## src/rtl/fp_add_pkg.sv

```systemverilog
// Shared widths and types for the FP adder datapath: default mantissa/exponent
// widths and the shift-amount type sized to hold 0..MANT_W.
package fp_add_pkg;

    localparam int DEF_MANT_W = 28;
    localparam int DEF_EXP_W  = 8;
    localparam int SHAMT_W    = $clog2(DEF_MANT_W + 1);

    typedef logic [SHAMT_W-1:0] lzc_t;

endpackage

```

## src/rtl/lzc.sv

```systemverilog
// Combinational leading-zero counter; an all-zero input returns MANT_W.
module lzc
    import fp_add_pkg::*;
#(
    parameter int MANT_W = DEF_MANT_W,
    parameter int CNT_W  = SHAMT_W
) (
    input  logic [MANT_W-1:0] mant,
    output logic [CNT_W-1:0]  count
);

    // Scanning upward lets the highest set bit win.
    always_comb begin
        count = CNT_W'(MANT_W);
        for (int i = 0; i < MANT_W; i++) begin
            if (mant[i]) begin
                count = CNT_W'(MANT_W - 1 - i);
            end
        end
    end

endmodule

```

## src/rtl/norm_lshift.sv

```systemverilog
// Two-stage left normalizer with valid/ready handshake on both sides.
// NORM_LSHIFT_DENORM_EN: underflow yields a denormal instead of flushing to zero.
module norm_lshift
    import fp_add_pkg::*;
#(
    parameter int MANT_W = DEF_MANT_W,
    parameter int EXP_W  = DEF_EXP_W
) (
    input  logic              clk,
    input  logic              rst_n,
    input  logic              in_valid,
    output logic              in_ready,
    input  logic              in_sign,
    input  logic [EXP_W-1:0]  in_exp,
    input  logic [MANT_W-1:0] in_mant,
    output logic              out_valid,
    input  logic              out_ready,
    output logic              out_sign,
    output logic [EXP_W-1:0]  out_exp,
    output logic [MANT_W-1:0] out_mant,
    output logic              out_zero,
    output logic              out_uflow
);

    localparam int CMP_W = (EXP_W > SHAMT_W) ? EXP_W : SHAMT_W;

    function automatic logic is_uflow(input lzc_t lz, input logic [EXP_W-1:0] e);
        return CMP_W'(lz) >= CMP_W'(e);
    endfunction

`ifdef NORM_LSHIFT_DENORM_EN
    // On underflow e <= lzc <= MANT_W, so e-1 always fits the shift type.
    function automatic lzc_t denorm_shamt(input logic [EXP_W-1:0] e);
        return (e != '0) ? lzc_t'(e - EXP_W'(1)) : '0;
    endfunction
`endif

    logic              vld_p1, vld_p2;
    logic              sign_p1, sign_p2;
    logic [EXP_W-1:0]  exp_p1, exp_p2;
    logic [MANT_W-1:0] mant_p1, mant_p2;
    lzc_t              lzc_p1;
    logic              zero_p2, uflow_p2;

    lzc_t              lzc_in;
    logic              adv2, take_in;

    lzc_t              shamt;
    logic [EXP_W-1:0]  exp_nxt;
    logic              zero_nxt, uflow_nxt, keep_mant;
    logic [MANT_W-1:0] lvl [SHAMT_W+1];

    lzc #(
        .MANT_W (MANT_W),
        .CNT_W  (SHAMT_W)
    ) u_lzc (
        .mant  (in_mant),
        .count (lzc_in)
    );

    assign adv2     = !vld_p2 || out_ready;
    assign in_ready = !vld_p1 || adv2;
    assign take_in  = in_valid && in_ready;

    // ---- stage 1: capture input and its leading-zero count ----
    always_ff @(posedge clk or negedge rst_n) begin
        if (!rst_n) begin
            vld_p1  <= 1'b0;
            sign_p1 <= 1'b0;
            exp_p1  <= '0;
            mant_p1 <= '0;
            lzc_p1  <= '0;
        end else begin
            if (in_ready) begin
                vld_p1 <= in_valid;
            end
            if (take_in) begin
                sign_p1 <= in_sign;
                exp_p1  <= in_exp;
                mant_p1 <= in_mant;
                lzc_p1  <= lzc_in;
            end
        end
    end

    always_comb begin
        shamt     = lzc_p1;
        exp_nxt   = exp_p1 - EXP_W'(lzc_p1);
        zero_nxt  = (mant_p1 == '0);
        uflow_nxt = 1'b0;
        keep_mant = 1'b1;
        if (zero_nxt) begin
            exp_nxt = '0;
        end else if (is_uflow(lzc_p1, exp_p1)) begin
            uflow_nxt = 1'b1;
            exp_nxt   = '0;
`ifdef NORM_LSHIFT_DENORM_EN
            shamt     = denorm_shamt(exp_p1);
`else
            keep_mant = 1'b0;
`endif
        end
    end

    // Barrel shifter: level k shifts by 2**k when shamt[k] is set.
    assign lvl[0] = mant_p1;
    for (genvar k = 0; k < SHAMT_W; k++) begin : g_shift
        assign lvl[k+1] = shamt[k] ? (lvl[k] << (2**k)) : lvl[k];
    end

    // ---- stage 2: shifted mantissa, adjusted exponent, flags ----
    always_ff @(posedge clk or negedge rst_n) begin
        if (!rst_n) begin
            vld_p2   <= 1'b0;
            sign_p2  <= 1'b0;
            exp_p2   <= '0;
            mant_p2  <= '0;
            zero_p2  <= 1'b0;
            uflow_p2 <= 1'b0;
        end else begin
            if (adv2) begin
                vld_p2 <= vld_p1;
            end
            if (adv2 && vld_p1) begin
                sign_p2  <= sign_p1;
                exp_p2   <= exp_nxt;
                mant_p2  <= keep_mant ? lvl[SHAMT_W] : '0;
                zero_p2  <= zero_nxt;
                uflow_p2 <= uflow_nxt;
            end
        end
    end

    assign out_valid = vld_p2;
    assign out_sign  = sign_p2;
    assign out_exp   = exp_p2;
    assign out_mant  = mant_p2;
    assign out_zero  = zero_p2;
    assign out_uflow = uflow_p2;

endmodule
```

## config.mk

```make
export PLATFORM = sky130hd
export DESIGN_NAME = norm_lshift
export DESIGN_NICKNAME = d
export VERILOG_FILES = /design/src/rtl/fp_add_pkg.sv /design/src/rtl/lzc.sv /design/src/rtl/norm_lshift.sv
export SDC_FILE = /design/constraint.sdc
export NUM_CORES = 1
export LEC_CHECK = 0
export ABC_AREA = 1
export CORE_AREA = 2 2 97 136
export CTS_BUF_LIST = sky130_fd_sc_hd__clkbuf_8
export DETAILED_ROUTE_END_ITERATION = 12
export DIE_AREA = 0 0 99 138
export GPL_TIMING_DRIVEN = 0
export PLACE_DENSITY = 0.71
export SYNTH_ARGS = -nofsm -noshare
export SYNTH_HDL_FRONTEND = slang
export SYNTH_SLANG_ARGS = --single-unit
export TNS_END_PERCENT = 10
```

## constraint.sdc

```tcl
create_clock -name clk -period 7.44 [get_ports clk]
set_input_delay 1.86 -clock clk [delete_from_list [all_inputs] [get_ports clk]]
set_output_delay 1.86 -clock clk [all_outputs]
set_load 0.05 [all_outputs]
```

==> metrics.yaml, run 1 <==
antenna_found_initial: 0
cp-end-kind: "primary output"
die_x_um: 99
postSynthCellCount: 656
synth_warnings: 0
cts_hold_repair.buffers: 0
final_cell_mix: "nand2_1 (205), dfrtp_1 (83), o21ai_0 (81)"
ios: 82
ys.flop_type: "dfrtp_1"
fmax_mhz: 192
drt_pre_antenna_iters: 4
dieArea_sq_um: 13700
drtIter0Drc: 171
cts_buffers: 9
required_ns: 5.58
synth_area_sq_um: 4850
tritoncts: "built"
worst_hold_path_type: "reg2reg"
r2r_cells: 13
crit_fanout: 3
start_kind: "primary input"
grt_pass1_vias: 4427
crit_type: "in2out"
ctsLongestPathBuffers: 2
routedWlPerCell_um: 14.1
nFillCells: 1243
final-max-slew-violation-count: 0
cts.root.buffer_cell: "clkbuf_8"
setup_tns_ns: 0
seq_area_frac_synth: 0.428
finalCritPeriodShare: 0.701
dp_hpwl_um: 10400
cp.arrival_ns: 3.35
synth_edf_count: 0
slew_headroom: 0.636
setup_viol: 0
start_util: 0.386
design.core.area_sq_um: 12600
utilization: 0.485
powerDensity_nw_per_um2: 314
layout.nets: 796
rows: 49
drive_above_1_share: 0.0504
clock_latency_ns: 0.37
grt_use_total: 0.195
maxCapViolCount: 0
vias: 4557
cts_setup_buffers: 0
clk_pin_slew_worst_paths_ns: 0.07
dieHeight_um: 138
h-tree-depth: 3
worstMarginPinSlew_ns: 0.544
peakVddDrop_v: 0.000143
avgSynthCellArea_sq_um: 7.40
layout_commonest_cell: "nand2_1"
gp_congestion: 0.955
cts_resized: 0
period_needed_ns: 5.21
grt_pass1_wl_um: 21700
fin_worst_skew_ns: 0.00930
postSynthRegisterBits: 83
drcViolationCount: 0
synthArstFlopShare: 1.00
rsz0062_at_grt: "false"
overflow: 0
grt_max_degree: 50
syn_nets: 703
cts_sinks: 83
routed_wl_um: 12800
port_buffers: 81
p_leak_nw: 2.90
status: "finished clean"
syn_to_final_growth_pct: 25.5
holdPathStages: 2
insertedDiodeCount: 0
via_per_inst: 5.02
ant_nets: 0
hold_viol: 0
synth_cell_types: 38
[where the power goes]
group,internal [mW],switching (mW)
Clock,0.185,0.163
Sequential,0.567,0.0765
Combinational,0.313,0.609
[routing by layer]
layer,GRT usage,share of wire,vias to the layer above
li1,-,-,2342
met3,0.0298,0.032,27
met4,0.0851,0.026,0
met5,0,0,-
met2,0.344,0.52,81
met1,0.233,0.42,2107
[final cells by class]
| cell class | count | area [sq um] | share of cell area |
|---|---|---|---|
| Timing Repair Buffer | 82 | 836 | 0.137 |
| Inverter | 75 | 282 | 0.0462 |
| Sequential cell | 83 | 2080 | 0.341 |
| Clock inverter | 7 | 86.3 | 0.0142 |
| Multi-Input combinational cell | 462 | 2330 | 0.383 |
| Clock buffer | 9 | 124 | 0.0203 |
| Tap cell | 153 | 191 | 0.0314 |
| Buffer | 36 | 163 | 0.0267 |
[Yosys cell counts, types with 2 or more instances]
| library cell | n | area share |
|---|---|---|
| a21oi_1 | 11 | 0.011 |
| a22o_1 | 2 | 0.0036 |
| a31oi_1 | 6 | 0.0077 |
| a32o_1 | 11 | 0.023 |
| buf_2 | 10 | 0.010 |
| buf_6 | 2 | 0.0046 |
| clkbuf_1 | 23 | 0.018 |
| dfrtp_1 | 83 | 0.43 |
| ha_1 | 5 | 0.013 |
| inv_1 | 69 | 0.053 |
| inv_2 | 5 | 0.0039 |
| mux2i_1 | 21 | 0.043 |
| nand2_1 | 205 | 0.16 |
| nand2_2 | 2 | 0.0026 |
| nand3_1 | 17 | 0.018 |
| nand4_1 | 2 | 0.0026 |
| nor2_1 | 31 | 0.024 |
| nor3_1 | 2 | 0.0021 |
| nor4_1 | 7 | 0.0090 |
| o211ai_1 | 4 | 0.0062 |
| o21ai_0 | 81 | 0.084 |
| o21ai_1 | 36 | 0.037 |
| o31ai_1 | 3 | 0.0046 |
| xnor2_1 | 3 | 0.0054 |
| xor2_1 | 2 | 0.0036 |
[path summary, 6_finish.rpt]
check | startpoint | to | slack (ns)
worst max-delay path | out_ready | in_ready | 2.23
worst min-delay path | out_exp[5] | out_exp[5] | 0.49
worst max register to register | lzc_p1[2] | out_mant[22] | 4.47
worst min register to register | out_exp[5] | out_exp[5] | 0.49
max in group asynchronous | rst_n | exp_p1[7] | 5.41
min in group asynchronous | rst_n | out_mant[26] | 1.43
[flip-flops by register name, indices dropped and copies added, names as in the netlist]
name       cells
out_valid      1
sign_p1        1
out_sign       1
out_exp        8
out_mant      28
out_uflow      1
mant_p1       28
lzc_p1         5
exp_p1         8
vld_p1         1
out_zero       1
[cells by family after synthesis]
group                      Yosys count  synth area share
and+or+nand+nor                    268             0.220
AOI/OAI and AO/OA                  162             0.191
buffers and inverters              111            0.0915
DFF                                 83             0.428
muxes                               21            0.0433
adders and majority gates            6            0.0170
xor gates and xnor gates             5           0.00902
[metrics by stage]
step	power (mW)	hold slack [ns]	setup slack [ns]	instance area, sq um	cells
floorplan	1.26	0.453	3.26	4850	656
global placement	1.57	0.467	1.63	5860	890
detailed placement	1.58	0.474	2.21	5880	891
CTS	1.92	0.493	2.20	6090	907
global route	2.03	0.512	2.17	6090	907
finish	1.91	0.491	2.23	6090	907
[worst max-delay path, stage by stage]
cell	delay (ns)
clkdlybuf4s50_1	0.46
inv_1	0.05
nand3_1	0.15
clkdlybuf4s50_1	0.84
No activity file was read; power rests on OpenSTA's default activity.
==> run 2: changes to the inputs <==
PLACE_DENSITY = 0.73   (was 0.71)
clock period = 4.6 ns   (was 7.44 ns; I/O delays follow)
==> metrics.yaml, run 2 (same netlist as run 1, synthesis figures left out) <==
grt_pass1_wl_um: 21400  # -1.3%
cp.arrival_ns: 2.67  # -0.68 ns
cts_hold_repair.buffers: 0  # unchanged
drive_above_1_share: 0.0531  # +0.00265
syn_to_final_growth_pct: 25.2
dp_hpwl_um: 10400  # -0.39%
drtIter0Drc: 263  # +54%
max_stage_delay_ns: 0.84  # about the same
status: "finished clean"
finalInstanceArea_sq_um: 6080  # -0.27%
cp-end-kind: "primary output"
layout.nets: 796  # unchanged
design.core.area_sq_um: 12600  # unchanged
holdPathStages: 2  # unchanged
critical_path.cell_chain: "clkdlybuf4s50_1 > inv_1 > nand3_1 > clkdlybuf4s50_1"
ctsLongestPathBuffers: 2  # unchanged
crit_fanout: 3  # unchanged
nFillCells: 1262  # +1.5%
powerDensity_nw_per_um2: 503  # +60%
required_ns: 3.45  # -2.13 ns
worstMarginPinSlew_ns: 0.551  # +0.00694 ns
port_buffers: 81  # unchanged
rsz0062_at_grt: "false"
setup_viol: 0  # unchanged
die_x_um: 99  # unchanged
p_leak_nw: 2.88  # -0.57%
h-tree-depth: 3  # unchanged
insertedDiodeCount: 0  # unchanged
postLayoutSetupSlackWorst_ns: 0.781  # -1.44 ns
reg2reg_slack_ns: 1.61  # -2.86 ns
maxCapViolCount: 0  # unchanged
r2r_cells: 13  # unchanged
hp-start: "out_exp[5]"
dp_slack_ns: 0.779  # -1.43 ns
grt_use_total: 0.193  # -0.00247
start_util: 0.386  # unchanged
fmax_mhz: 262
power_mw: 3.05  # +60%
setup_tns_ns: 0  # unchanged
cts_resized: 0  # unchanged
routed_wl_um: 12700  # -0.82%
dieHeight_um: 138  # unchanged
grt_pass1_vias: 4459  # +0.72%
drcViolationCount: 0  # unchanged
final-max-slew-violation-count: 0  # unchanged
antenna_found_initial: 0  # unchanged
drt_pre_antenna_iters: 5  # +1
slew_headroom: 0.629  # -0.00688
period_needed_ns: 3.82
timing.rr.start: "lzc_p1[2]"
start_kind: "primary input"
clk_pin_slew_worst_paths_ns: 0.08  # about the same
min_to: "out_exp[5]"
placed_area_sq_um: 5880  # unchanged
cts_setup_buffers: 0  # unchanged
cts.root.buffer_cell: "clkbuf_8"
grt_max_degree: 53  # +6.0%
crit_type: "in2out"
vias: 4543  # -0.31%
r2r_end: "out_mant[9]"
layout_commonest_cell: "nand2_1"
ant_nets: 0  # unchanged
tritoncts: "built"
crit_top_cell: "clkdlybuf4s50_1"
cts_buffers: 9  # unchanged
fin_worst_skew_ns: 0.0127  # +0.00340 ns
hold_ws_ns: 0.487  # -0.00400 ns
gp_congestion: 0.993  # +4.1%
slowest_stage: "clkdlybuf4s50_1"
worst_hold_path_type: "reg2reg"
multiInputGateArea_sq_um: 2330  # unchanged
ios: 82  # unchanged
rows: 49  # unchanged
routedWlPerCell_um: 14.0  # -0.82%
final_cell_mix: "nand2_1 (205), dfrtp_1 (83), o21ai_0 (81)"
finalCritPeriodShare: 0.830
clock_latency_ns: 0.38  # about the same
cts_sinks: 83  # unchanged
peakVddDrop_v: 0.000233  # +63%
dieArea_sq_um: 13700  # unchanged
via_per_inst: 5.01  # -0.31%
overflow: 0  # unchanged
hold_viol: 0  # unchanged
regArea_sq_um: 2080  # unchanged
-- run 2: layout make-up --
type / count / share of cell area
clock inverters: 7 / 0.0115
plain buffers: 36 / 0.0268
clock buffers: 9 / 0.0204
flip-flops and latches: 83 / 0.342
inverters: 75 / 0.0463
repair buffers: 82 / 0.138
well taps: 153 / 0.0315
multi-input cells: 462 / 0.384
-- run 2: how the worst max path moves through the flow --
stage | slack, ns | from | endpoint
3_5_place_dp | 0.78 | out_ready | in_ready
3_3_place_gp | -0.54 | rst_n | exp_p1[7]
2_1_floorplan | 1.84 | out_ready | in_ready
5_1_grt | 0.76 | out_ready | in_ready
4_1_cts | 0.77 | out_ready | in_ready
6_report | 0.78 | out_ready | in_ready
-- run 2: through the flow --
| stage | util | instances |
|---|---|---|
| after CTS | 0.483 | 907 |
| after global routing | 0.483 | 907 |
| after global placement | 0.466 | 890 |
| after detailed placement | 0.468 | 891 |
| after floorplan | - | 656 |
| final | 0.483 | 907 |
-- run 2: power by group --
group          internal (mW)  leakage (nW)  switching (mW)
sequential             0.917          1.04           0.122
clock                  0.248        0.0926           0.272
combinational          0.507          1.75           0.988
-- run 2: worst max-delay path, delay by kind of cell --
family | cells | cell delay (ns)
buffers and inverters | 3 | 1.35
and+or+nand+nor | 1 | 0.17
-- run 2: per-layer routing --
layer  vias up  share of wire  GRT usage
li1       2347              -          -
met1      2070           0.42      0.234
met2       102           0.51      0.342
met3        24          0.034     0.0217
met4         0          0.031     0.0807
met5         -              0          0
==> run 3: changes to the inputs <==
clock period = 3.5 ns   (was 4.6 ns; I/O delays follow)
==> results of run 3 <==
Same layout as run 2 (identical final DEF). Status: finished clean.
Main changes from that run: setup slack after placement 0.779 ns -> 0.229 ns; clock-pin slew on the worst setup and hold paths 0.08 ns -> 0.09 ns; setup slack after layout 0.781 ns -> 0.231 ns; hold slack 0.487 ns -> 0.425 ns; register-to-register setup slack 1.61 ns -> 0.51 ns; total power 3.05 mW -> 4.01 mW; worst IR drop on VDD 0.000233 V -> 0.000307 V
